`src/rtl/control_unit.sv`:
```
// control_unit: five-state fetch/execute sequencer decoding a 16-bit instruction into datapath controls.
module control_unit (
    input  logic        Clock,
    input  logic        Reset,
    input  logic [15:0] IROut,
    input  logic [3:0]  ALUOutFlag,
    output logic [2:0]  RF_OutASel,
    output logic [2:0]  RF_OutBSel,
    output logic [1:0]  RF_FunSel,
    output logic [3:0]  RF_RSel,
    output logic [3:0]  RF_TSel,
    output logic [3:0]  ALU_FunSel,
    output logic [1:0]  ARF_OutCSel,
    output logic [1:0]  ARF_OutDSel,
    output logic [1:0]  ARF_FunSel,
    output logic [3:0]  ARF_RegSel,
    output logic        IR_LH,
    output logic        IR_Enable,
    output logic [1:0]  IR_Funsel,
    output logic        Mem_WR,
    output logic        Mem_CS,
    output logic [1:0]  MuxASel,
    output logic [1:0]  MuxBSel,
    output logic        MuxCSel,
    output logic [2:0]  SeqState
);
    typedef enum logic [2:0] {
        FETCH_L = 3'b000,
        FETCH_H = 3'b001,
        EXEC1   = 3'b010,
        EXEC2   = 3'b011,
        HALT    = 3'b100
    } state_t;

    state_t state_q, state_d;

    logic [3:0] opcode;
    logic [1:0] rx, ry;
    logic [3:0] rx_onehot;

    assign opcode    = IROut[15:12];
    assign rx        = IROut[11:10];
    assign ry        = IROut[9:8];
    assign rx_onehot = 4'b1000 >> rx;
    assign SeqState  = state_q;

    always_ff @(posedge Clock) begin
        if (Reset) state_q <= FETCH_L;
        else       state_q <= state_d;
    end

    always_comb begin
        state_d     = state_q;
        RF_OutASel  = 3'b000;
        RF_OutBSel  = 3'b000;
        RF_FunSel   = 2'b00;
        RF_RSel     = 4'b0000;
        RF_TSel     = 4'b0000;
        ALU_FunSel  = 4'b0000;
        ARF_OutCSel = 2'b00;
        ARF_OutDSel = 2'b00;
        ARF_FunSel  = 2'b00;
        ARF_RegSel  = 4'b0000;
        IR_LH       = 1'b0;
        IR_Enable   = 1'b0;
        IR_Funsel   = 2'b00;
        Mem_WR      = 1'b0;
        Mem_CS      = 1'b1;
        MuxASel     = 2'b00;
        MuxBSel     = 2'b00;
        MuxCSel     = 1'b0;
        // Reset overrides every state so no partial write can slip through.
        if (Reset) begin
            ARF_RegSel = 4'b1110;
            RF_RSel    = 4'b1111;
        end else begin
            case (state_q)
                FETCH_L, FETCH_H: begin
                    Mem_CS     = 1'b0;
                    IR_Enable  = 1'b1;
                    IR_LH      = (state_q == FETCH_H);
                    IR_Funsel  = 2'b01;
                    ARF_RegSel = 4'b1000;
                    ARF_FunSel = 2'b10;
                    state_d    = (state_q == FETCH_L) ? FETCH_H : EXEC1;
                end
                EXEC1: begin
                    state_d = FETCH_L;
                    case (opcode)
                        4'h0: begin
                            MuxASel   = 2'b10;
                            RF_FunSel = 2'b01;
                            RF_RSel   = rx_onehot;
                        end
                        4'h1, 4'h2: begin
                            MuxBSel    = 2'b10;
                            ARF_RegSel = 4'b0100;
                            ARF_FunSel = 2'b01;
                            state_d    = EXEC2;
                        end
                        4'h3: begin
                            RF_OutASel = {1'b0, rx};
                            RF_OutBSel = {1'b0, ry};
                            ALU_FunSel = 4'b0100;
                            RF_FunSel  = 2'b01;
                            RF_RSel    = rx_onehot;
                        end
                        4'h4: begin
                            RF_FunSel = 2'b10;
                            RF_RSel   = rx_onehot;
                        end
                        4'h5, 4'h6: begin
                            if (opcode == 4'h5 || ALUOutFlag[3]) begin
                                MuxBSel    = 2'b10;
                                ARF_RegSel = 4'b1000;
                                ARF_FunSel = 2'b01;
                            end
                        end
                        4'hF: state_d = HALT;
                        default: ;
                    endcase
                end
                EXEC2: begin
                    state_d = FETCH_L;
                    if (opcode == 4'h1) begin
                        ARF_OutDSel = 2'b01;
                        Mem_CS      = 1'b0;
                        MuxASel     = 2'b01;
                        RF_FunSel   = 2'b01;
                        RF_RSel     = rx_onehot;
                    end else if (opcode == 4'h2) begin
                        ARF_OutDSel = 2'b01;
                        RF_OutASel  = {1'b0, rx};
                        Mem_CS      = 1'b0;
                        Mem_WR      = 1'b1;
                    end
                end
                HALT:    state_d = HALT;
                default: state_d = FETCH_L;
            endcase
        end
    end
endmodule

```
`config.mk`:
```
export PLATFORM = sky130hd
export DESIGN_NAME = control_unit
export DESIGN_NICKNAME = d
export VERILOG_FILES = /design/src/rtl/control_unit.sv
export SDC_FILE = /design/constraint.sdc
export NUM_CORES = 1
export LEC_CHECK = 0
export CAP_MARGIN = 20
export CORE_MARGIN = 3
export CORE_UTILIZATION = 28
export CTS_CLUSTER_SIZE = 16
export DETAILED_ROUTE_END_ITERATION = 8
export PLACE_DENSITY_LB_ADDON = 0.2
export REMOVE_ABC_BUFFERS = 1
export SLEW_MARGIN = 30
export SYNTH_ARGS = -nofsm -noshare
export SYNTH_HDL_FRONTEND = slang
export SYNTH_SLANG_ARGS = --single-unit
```
`constraint.sdc`:
```
create_clock -name Clock -period 2.8 [get_ports Clock]
set_input_delay 0.7 -clock Clock [delete_from_list [all_inputs] [get_ports Clock]]
set_output_delay 0.7 -clock Clock [all_outputs]
set_load 0.1 [all_outputs]
```
* Word-level counts from Yosys, hierarchy flattened
Cells that the tools add are included.
** Word-level totals
- Memories kept :: 0
- Logic and storage cells :: 76
- ROM bits :: 0
- Memory bits (writable) :: 0
- Bits in latches :: 0
- Register bits :: 3
- Bits of input ports :: 22
- Output and inout port bits :: 44
** Cells by class
- Multipliers :: 0
- Bitwise operators :: 0
- Add/sub/neg operators :: 0
- Div/mod/pow operators :: 0
- Shift operators :: 1
- Eq/ne operators :: 11
- Multiplexer cells :: 55
- Order comparisons :: 0
- Reduce and logical (&&, ||, !) cells :: 8
** Operators with widths (count)
- 2-to-1 mux 2 bit :: 15
- case mux 2 bit (2 select lines) :: 6
- case mux 4 bit (2 select lines) :: 3
- 2-to-1 mux 4 bit :: 5
- 2-to-1 mux 1 bit :: 19
- == test 4 x 3 -> 1 bit, second input constant :: 3
- 2-to-1 mux 3 bit :: 3
- case mux 3 bit (3 select lines) :: 1
- == test 4 x 2 -> 1 bit, second input constant :: 2
- OR reduction 2 bit :: 4
- == test 3 x 2 -> 1 bit, second input constant :: 2
- case mux 3 bit (2 select lines) :: 1
- == test 4 x 1 -> 1 bit, second input constant :: 1
- == test 4 bit, second input constant :: 1
- zero test 4 bit :: 1
- case mux 1 bit (2 select lines) :: 2
- >> shifter 4 x 2 -> 4 bit, first input constant :: 1
- == test 3 x 1 -> 1 bit, second input constant :: 1
- == test 3 bit, second input constant :: 1
- zero test 3 bit :: 1
- OR reduction 3 bit :: 1
- logical OR 1 bit :: 1

* Depth between registers and ports, before layout
- Depth after elaboration :: 6
- Gate-level depth with buffers :: 5
- Mapped depth without buffers :: 3

* Worst setup path after synthesis
Ideal clock, no wire load.
- Kind :: flip-flop to output port
- Start :: reg state_q[1], in the netlist SeqState[1]
- End :: out IR_LH
- Arrival :: 4133 ps
- Path slack :: -2033 ps
- Data required time :: 2100 ps
- Cell stages (with the launch flop) :: 4
- Buffers on the path :: 1
- Cells stage by stage :: dfxtp_1 > buf_2 > nor3_1 > and2_1
** Between the ends
- Longest elaborated chain between the ends :: 4
- Elaborated cells between the ends (all ways) :: 5
- Classes of those cells :: eq/ne (1); mux (2); reduce/logical (2)
** Ends and longest elaborated chain
- from (decl) :: line 35 : state_t state_q, state_d;
- from (signal assigned) :: line 49 : else state_q <= state_d;
- == test 3 x 1 -> 1 bit or zero test 3 bit (tied branches) :: line 77, 81
- OR reduction 2 bit :: line 77 : case (state_q)
- 2-to-1 mux 1 bit (*) :: line 77
- 2-to-1 mux 1 bit (*) :: line 73 : if (Reset) begin
- to (decl) :: line 17 : output logic IR_LH,
Every way passes the cells marked *; elsewhere a longest branch is shown, timed or not.

* Worst setup path in the final report
- Start :: in IROut[12]
- End :: out RF_OutASel[1]
** Between the ends
- Longest elaborated chain between the ends :: 5
- Elaborated cells between the ends (all ways) :: 8
- Classes of those cells :: eq/ne (3); mux (5)
** Ends and longest elaborated chain
- from (decl) :: line 5 : input logic [15:0] IROut,
- == test 4 x 2 -> 1 bit :: line 131 : end else if (opcode == 4'h2) begin
- 2-to-1 mux 2 bit :: line 131
- 2-to-1 mux 2 bit :: line 125 : if (opcode == 4'h1) begin
- case mux 2 bit (2 select lines) (*) :: line 77
- 2-to-1 mux 2 bit (*) :: line 73
- to (decl) :: line 7 : output logic [2:0] RF_OutASel,
Marks and branches as above.

==> results.yml <==
timing:
  max_freq_mhz: 363
  fin_crit_sh_pct: 98.3
  rsz0062_at_grt: "true"
  finalHoldViolCount: 0
  drv_slew: 0
  slew-limit-headroom_pct: 57.6
  hold_ws_ns: 0.598
  fin_worst_skew_ns: 0.000663
  tns_ns: 0
  layout_min_cycle_time_ns: 2.75
  tightest_slew_ns: 0.635
  finalSetupViolCount: 0
setup_path:
  ff2ff_path_depth: 2
  critPathMaxStageDelay_ns: 0.28
  startpoint: "IROut[12]"
  cp_top_family: "buffers and inverters"
  worstPathRequired_ns: 2.10
  crit_path_top_delay_cell: "dlygate4sd2_1"
  r2r-start: "SeqState[0]"
  r2r_slack_ns: 1.58
  arrival_ns: 2.05
  crit_chain: "dlygate4sd2_1 > buf_6 > buf_4 > xnor2_1 > nor4b_2 > and2_1 > buf_12"
  critPathLaunchType: "input pin"
  crit_buf_inv: 4
  r2r-end: "SeqState[1]"
  cp.depth: 7
  crit_path_end: "RF_OutASel[1]"
  crit_path_end_kind: "output pin"
  critPathMaxFanout: 5
  critPathKind: "input pin to output pin"
die:
  die_area_mm2: 0.00283
  initial_core_util_pct: 30.5
  die_w_um: 53.2
  fp-row-count: 16
  io_pins: 66
  core_mm2: 0.00204
  dieHeight_um: 53.2
clock_tree:
  cts_hold_buf: 0
  clk_latency_ns: 0.23
  cts-root-buf: "clkbuf_4"
  cts_max_path_buffers: 2
  clkTransAtPathRegs_ns: 0.04
  htreeDepth: 1
  clock_sinks: 3
  cts_made_buffers: 3
  cts_tree: "done"
yosys:
  mappedNetlistArea_um2: 623
  synthTopCellsByArea: "buf_4, dfxtp_1, and2_1"
  ys_seq_elements: 3
  synthFlopType: "dfxtp_1"
  avgSynthCellArea_um2: 7.08
  synth_top_area_share_pct: 24.1
  synth.largest_area_cell: "buf_4"
  ys_seq_area_share_pct: 9.64
  synthArstFlopShare_pct: 0
  synth_edf_count: 0
  syn-instance-count: 88
  ys_warn_count: 0
  synth_cell_types: 35
route:
  viasPerCell: 4.62
  wirelength_um: 2380
  dr_total_vias: 794
  antenna_left: 0
  drtIter0Drc: 4
  drt_first_pass_iters: 2
  wl_per_cell_um: 13.8
  route.detailed.drc: 0
global_route:
  grt_max_degree: 13
  antenna_found_initial: 0
  track_usage_pct: 17.3
  grt_pass1_vias: 815
  gr-total-overflow: 0
  grt_pass1_wl_um: 3630
place:
  port_buffers: 38
  dpl_cell_area_mm2: 0.00130
  dp_hpwl_um: 1650
  gp_congestion: 0.715
final_layout:
  largest_reg_flops: 3
  design_area_mm2: 0.00151
  area_growth_pct: 143
  postLayoutCoreUtil_pct: 74.1
  insertedDiodeCount: 0
  drive_above_1_share_pct: 53.1
  regArea_um2: 60.1
  num-fill-cells: 150
  fin_nets: 168
  multi_input_area_um2: 563
power:
  irDropWorstVdd_mv: 0.320
  leakage_nw: 0.642
  cellPowerDensity_mw_per_mm2: 329
  p_total_mw: 0.498
outcome:
  status: "complete, no violations"
run:
  drv_cap: 0
min_path:
  hp-class: "register to register"
[layer usage]
| metal | vias to the layer above | part of all wire, % | track usage, % |
|---|---|---|---|
| met5 | - | 0 | 0 |
| met4 | 0 | 0.63 | 5.96 |
| met3 | 2 | 7.6 | 2.54 |
| met2 | 37 | 55 | 33.9 |
| met1 | 370 | 37 | 18.2 |
| li1 | 385 | - | - |
[logic make-up after synthesis]
family	share of synthesized area [%]
AOI/OAI and AO/OA	15.3
xor gates and xnor gates	4.22
buffers and inverters	29.9
DFF	9.64
other	0.602
and+or+nand+nor	40.4
[cell usage after synthesis (2+ instances only)]
| master | instances |
|---|---|
| nor3_1 | 4 |
| o31ai_1 | 2 |
| and2_1 | 5 |
| nor2_1 | 3 |
| nor2b_1 | 2 |
| dfxtp_1 | 3 |
| nand3b_1 | 3 |
| a21oi_1 | 3 |
| o21ai_0 | 5 |
| nand3_1 | 3 |
| buf_4 | 20 |
| inv_1 | 2 |
| buf_2 | 2 |
| nand2b_1 | 3 |
| xor2_1 | 2 |
| nand2_1 | 5 |
| nor3b_1 | 3 |
[worst min-delay path by stage]
stage,slack [ns],depth (start not counted),startpoint,end
global placement,0.57,1,SeqState[1],SeqState[0]
floorplan,0.78,1,Reset,SeqState[2]
CTS,0.59,1,SeqState[1],SeqState[0]
global route,0.63,1,SeqState[1],SeqState[0]
finish,0.60,1,SeqState[1],SeqState[0]
detailed placement,0.58,1,SeqState[1],SeqState[0]
[cell type report]
cell class	instances	share of cell area [%]
Clock buffer	4	1.74
Inverter	2	0.496
Multi-Input combinational cell	73	37.2
Sequential cell	3	3.97
Tap cell	27	2.23
Timing Repair Buffer	63	54.3
[placed cells by master (no fill, tap or decap), drive strengths merged, types with 3 or more instances in the layout]
master  instances
a21oi           3
and2            5
buf            55
clkbuf          5
conb           16
dfxtp           3
nand2           5
nand2b          3
nand3           3
nand3b          3
nor2            3
nor3            4
nor3b           3
o21ai           5
[power by group]
group	internal, mW	total [mW]	leakage [nW]	switching, mW
Clock	0.0534	0.0758	0.0150	0.0224
Combinational	0.102	0.366	0.603	0.264
Sequential	0.0457	0.0567	0.0247	0.0109
[stage by stage]
stage | cells | setup WS (ns)
after CTS | 171 | 0.0107
after detailed placement | 162 | -0.330
after floorplan | 78 | -6.07
after global placement | 162 | -0.336
after global routing | 172 | -0.0279
final | 172 | 0.0485
[repair_timing]
action                     in CTS  in global routing
hold endpoints to repair        0                  0
setup endpoints to repair      20                 13
pin swaps                       8                  7
cloned                          0                  0
setup buffers                   5                  1
resized for setup              32                 16
No activity file was read; power rests on OpenSTA's default activity.
